## src/rtl/mux_scan_sequencer.sv

```systemverilog
// mux_scan_sequencer: steps a 16x1 mux through all selects, samples its output
// and compares the reassembled word against the word driven onto the mux.
module mux_scan_sequencer #(
    parameter int DWELL = 1
) (
    input  logic        clk,
    input  logic        rst_n,
    input  logic        start,
    input  logic        abort,
    input  logic [15:0] word_in,
    output logic [15:0] mux_data,
    output logic [3:0]  mux_sel,
    input  logic        mux_y,
    output logic        busy,
    output logic [15:0] word_out,
    output logic        done,
    output logic        match
);
    if (DWELL < 1 || DWELL > 255) begin : g_bad_dwell
        $error("DWELL must be within 1..255");
    end

    typedef enum logic [1:0] {IDLE, SCAN, DONE} state_t;
    state_t      state;
    logic [7:0]  cnt;
    logic [15:0] shadow, shadow_nxt;
    logic        last;

    // Fold the current sample in so the final bit reaches word_out on the same edge.
    always_comb begin
        shadow_nxt = shadow;
        shadow_nxt[mux_sel] = mux_y;
    end
    assign last = cnt == 8'(DWELL - 1);

    always_ff @(posedge clk or negedge rst_n) begin
        if (!rst_n) begin
            state    <= IDLE;
            mux_data <= '0;
            mux_sel  <= '0;
            busy     <= 1'b0;
            word_out <= '0;
            done     <= 1'b0;
            match    <= 1'b0;
            cnt      <= '0;
            shadow   <= '0;
        end else begin
            case (state)
                IDLE: if (start) begin
                    mux_data <= word_in;
                    mux_sel  <= '0;
                    cnt      <= '0;
                    shadow   <= '0;
                    busy     <= 1'b1;
                    state    <= SCAN;
                end
                SCAN: if (abort) begin
                    busy  <= 1'b0;
                    state <= IDLE;
                end else if (last) begin
                    shadow <= shadow_nxt;
                    cnt    <= '0;
                    if (mux_sel == 4'd15) begin
                        word_out <= shadow_nxt;
                        match    <= shadow_nxt == mux_data;
                        done     <= 1'b1;
                        state    <= DONE;
                    end else begin
                        mux_sel <= mux_sel + 4'd1;
                    end
                end else begin
                    cnt <= cnt + 8'd1;
                end
                DONE: begin
                    done  <= 1'b0;
                    busy  <= 1'b0;
                    state <= IDLE;
                end
                default: state <= IDLE;
            endcase
        end
    end
endmodule

```

## config.mk

```make
export PLATFORM = sky130hd
export DESIGN_NAME = mux_scan_sequencer
export DESIGN_NICKNAME = d
export VERILOG_FILES = /design/src/rtl/mux_scan_sequencer.sv
export SDC_FILE = /design/constraint.sdc
export NUM_CORES = 1
export LEC_CHECK = 0
export CAP_MARGIN = 10
export CORE_UTILIZATION = 48
export CTS_CLUSTER_SIZE = 40
export DETAILED_ROUTE_END_ITERATION = 8
export PLACE_DENSITY = 0.76
export SLEW_MARGIN = 10
export SYNTH_ARGS = -nofsm -noshare
export SYNTH_HDL_FRONTEND = slang
export SYNTH_SLANG_ARGS = --single-unit
```

## constraint.sdc

```tcl
create_clock -name clk -period 2.49 [get_ports clk]
set_input_delay 0.747 -clock clk [delete_from_list [all_inputs] [get_ports clk]]
set_output_delay 0.747 -clock clk [all_outputs]
set_load 0.005 [all_outputs]
```

==> results of run 1 <==
per-stage QoR:
stage | setup WS (ps) | cell area [um2]
final | 45.8 | 4740
after floorplan | 140 | 3570
after CTS | 46.7 | 4720
after global placement | -138 | 4510
after global routing | 0.420 | 4740
after detailed placement | -170 | 4510
placed cells by master, fill, tap and decap left out, types with 3 or more instances in the layout:
| master | Yosys | routed |
|---|---|---|
| dfrtp_1 | 65 | 63 |
| clkdlybuf4s50_1 | 0 | 58 |
| nand2_1 | 38 | 38 |
| buf_4 | 2 | 37 |
| o21ai_0 | 30 | 30 |
| inv_1 | 16 | 16 |
| mux2_2 | 14 | 14 |
| mux2i_1 | 14 | 13 |
| nand3_1 | 12 | 12 |
| a21oi_1 | 10 | 10 |
| ha_1 | 11 | 10 |
| clkbuf_8 | 0 | 10 |
| nor3b_1 | 11 | 9 |
| nor2_1 | 8 | 8 |
| xor2_1 | 8 | 8 |
| o21ai_1 | 7 | 7 |
| o22ai_1 | 7 | 7 |
| and3_1 | 5 | 5 |
| nand3b_1 | 5 | 5 |
| o211ai_1 | 5 | 5 |
| nor3_1 | 5 | 5 |
| a31oi_1 | 5 | 5 |
| a22o_1 | 4 | 4 |
| o31ai_1 | 4 | 4 |
| and3b_1 | 4 | 4 |
| nor2b_1 | 3 | 3 |
| nor3b_2 | 1 | 3 |
| xnor2_1 | 3 | 3 |
| a2111oi_2 | 1 | 3 |
| nand4_1 | 3 | 3 |
worst paths after layout:
| check | startpoint | end | slack (ps) | depth (start not counted) |
|---|---|---|---|---|
| max in group asynchronous | rst_n | mux_sel[0]$_DFFE_PN0P_ | 1770 | 2 |
| setup reg to reg | mux_sel[0]$_DFFE_PN0P_ | match$_DFFE_PN0P_ | 130 | 7 |
| hold / removal | rst_n | mux_data[10]$_DFFE_PN0P_ | 390 | 2 |
| hold reg to reg | word_out[6]$_DFFE_PN0P_ | word_out[6]$_DFFE_PN0P_ | 480 | 2 |
| min in group clk | word_out[6]$_DFFE_PN0P_ | word_out[6]$_DFFE_PN0P_ | 480 | 2 |
| setup / recovery | mux_sel[2]$_DFFE_PN0P_ | mux_sel[2] | 50 | 2 |
synth_stat cells, types with 2 or more instances:
cell	n	share of area, %
a2111oi_0	2	0.49
a21oi_1	10	1.4
a22o_1	4	0.98
a31oi_1	5	0.88
and3_1	5	0.88
and3b_1	4	0.98
buf_2	6	0.84
buf_4	2	0.42
clkbuf_1	11	1.2
dfrtp_1	65	46
ha_1	11	3.9
inv_1	16	1.7
mux2_2	14	4.4
mux2i_1	14	3.9
nand2_1	38	4.0
nand3_1	12	1.7
nand3b_1	5	1.1
nand4_1	3	0.53
nor2_1	8	0.84
nor2b_1	3	0.53
nor3_1	5	0.70
nor3b_1	11	2.3
nor4_1	2	0.35
o211ai_1	5	1.1
o21a_1	2	0.42
o21ai_0	30	4.2
o21ai_1	7	0.98
o22ai_1	7	1.2
o31ai_1	4	0.84
xnor2_1	3	0.74
xor2_1	8	2.0
area by class of cell:
| type | instances | area, um2 | share of cell area [%] |
|---|---|---|---|
| Timing Repair Buffer | 98 | 903 | 19.0 |
| Tap cell | 99 | 124 | 2.61 |
| Multi-Input combinational cell | 253 | 1820 | 38.4 |
| Clock buffer | 10 | 138 | 2.90 |
| Sequential cell | 65 | 1630 | 34.3 |
| Clock inverter | 6 | 67.6 | 1.42 |
| Inverter | 16 | 60.1 | 1.27 |
power groups by stage:
stage	registers (uW)	logic (uW)	clock network, uW
floorplan	1470	997	0
global placement	1530	1800	0
detailed placement	1540	1830	0
CTS	1530	1840	931
global route	1570	2050	986
finish	1530	1880	918
logic make-up after synthesis:
| logic type | after synthesis |
|---|---|
| XOR/XNOR | 11 |
| buffers and inverters | 36 |
| AND/OR/NAND/NOR | 112 |
| adder cells (fa/ha/maj) | 11 |
| multiplexers | 29 |
| AO/OA/AOI/OAI | 90 |
| flip-flops | 65 |
state kept, by name (all words and copies together), names as in the netlist:
| register | count |
|---|---|
| mux_data | 16 |
| shadow | 16 |
| word_out | 16 |
| cnt | 8 |
| mux_sel | 4 |
| state | 2 |
| busy | 1 |
| done | 1 |
| match | 1 |
timing repair:
| item | CTS | global route |
|---|---|---|
| resized for setup | 2 | 8 |
| setup endpoints to repair | 2 | 1 |
| pin swaps | 0 | 0 |
metal layers:
metal / vias to the layer above / share of wire, % / track usage [%]
li1: 1467 / - / -
met1: 1463 / 48 / 34.4
met4: 0 / 1.3 / 8.21
met3: 11 / 5.2 / 4.01
met5: - / 0 / 0
met2: 96 / 45 / 36.4
critical path, cell delays in order, from the launching register on:
cell and delay (ps):
dfrtp_1 620, buf_4 230, clkdlybuf4s50_1 500
==> summary.md, run 1 <==
| Metric | Value |
|---|---|
| Status | complete, no violations |
| CTS tree | built |
| Share of cells above drive strength 1 | 20.3% |
| GRT Overall Usage | 23.8% |
| Antenna cells | 0 |
| Clk pwr share | 21.2% |
| Leading register cell type out of synthesis | dfrtp_1 |
| Cell area after synthesis | 3570 um2 |
| Largest family of logic cells by synthesized area | simple AND/OR/NAND/NOR gates |
| Vias in the first global route | about 2,800 |
| H-tree depth | 3 |
| Warnings, synthesis | 0 |
| Core area | 7210 um2 |
| Final hold violations | 0 |
| ANT nets after route | 0 |
| Net Sw Frac | a little under two fifths |
| RD Place Congestion | ~0.9 |
| Worst endpoint required time | 1740 ps |
| F_max | 409 MHz |
| Async SR Flop Fraction | 100% |
| First-pass GRT wire length | 14.0 mm |
| Post-synthesis sequential area ratio | 45.6% |
| TritonRoute pass-1 iters | 4 |
| Post-CTS Setup Inserts | 0 |
| Post-synthesis mux area share | 8.65% |
| WS Path Type | reg2out |
| Slew @ Worst Pin | ~450 ps |
| GR Overflow Total | 0 |
| Post-synthesis adder-cell area fraction | 3.85% |
| Area growth from synthesis to layout | 32.9% |
| Crit start category | flip-flop |
| Synth Area in Compound Gates | around 17% |
| Internal | approximately 2700 uW |
| Unrepaired setup endpoints after global routing | false |
| MaxCap Viol Count | 0 |
| Pwr dens | 913 nW/um2 |
| # IOs | 60 |
| Placed instance count | between 500 and 600 |
| Die Y | between 80 and 90 um |
| Largest net degree at the start of global routing | 66 |
| TritonCTS Sinks | 65 |
| Residual DRC count | 0 |
| Net count after synthesis | about 390 |
| Max Buffers Root-to-Sink | 2 |
| Nets | 475 |
| Psw | between 1500 and 2000 uW |
| HP Class | in2async |
| XOR/XNOR Fraction of Synth Area | 2.70% |
| Tot Pwr | 4330 uW |
| Initial Utilization | 49.5% |
| Post-layout util | about 66% |
| Hold bufs inserted after CTS | 0 |
| Comb pwr share | a little over two fifths |
| Minimum clock period | 2440 ps |
| Num CTS Buffers | 9 |
| Period utilisation layout | 98.2% |
| Simple-gate share of the synthesized area | 18.4% |
| Initial DRC Count | 190 |
| DRT Wirelength | between 8 and 9 mm |
| Max_slew headroom | between 70% and 80% |
| Via-to-Cell Ratio | 5.55 |
| PortBufs | 59 |
| Num rows | 31 |
| Fin cells | 547 |
| Hold WS | just under 400 ps |
| Clock Latency Late Sink | 340 ps |
| Routed len/inst | 15.7 um |
| Setup violators final | 0 |
| Hpwl dp | 6.25 mm |
| Yosys reg bits | 65 |
| Critical path endpoint category | primary output |
| Post-synth EDFFs | 0 |
| Peak supply drop | 0.578 mV |
| CP arrival | approximately 1700 ps |
| Seq pwr share | a little over a third |
| Die X | 88.3 um |
| Die area | between 7000 and 8000 um2 |
| Reg clk slew, reported paths | around 70 ps |
| Cells after Synth | roughly 350 |
| Initial antenna violation count | 0 |
| Clock Skew | 6.70 ps |
| Total leakage power | 0.00204 uW |
| Vias | 3,037 |
| Fill cells | 598 |
| Critical Path Fanout Max | 14 |
| Setup tns final | 0 ps |
| CTS Root Buffer Type | clkbuf_8 |
| Slew Viols, Final | 0 |
| Mean post-synth cell area | 10.1 um2 |
| Yosys cell types | 63 |
(Power assumes the default switching activity.)
==> inputs of run 2 (changes only) <==
SKIP_LAST_GASP = 1   (was unset)
==> results of run 2 <==
Same layout as run 1: the final DEF is identical, and so are final timing and power.
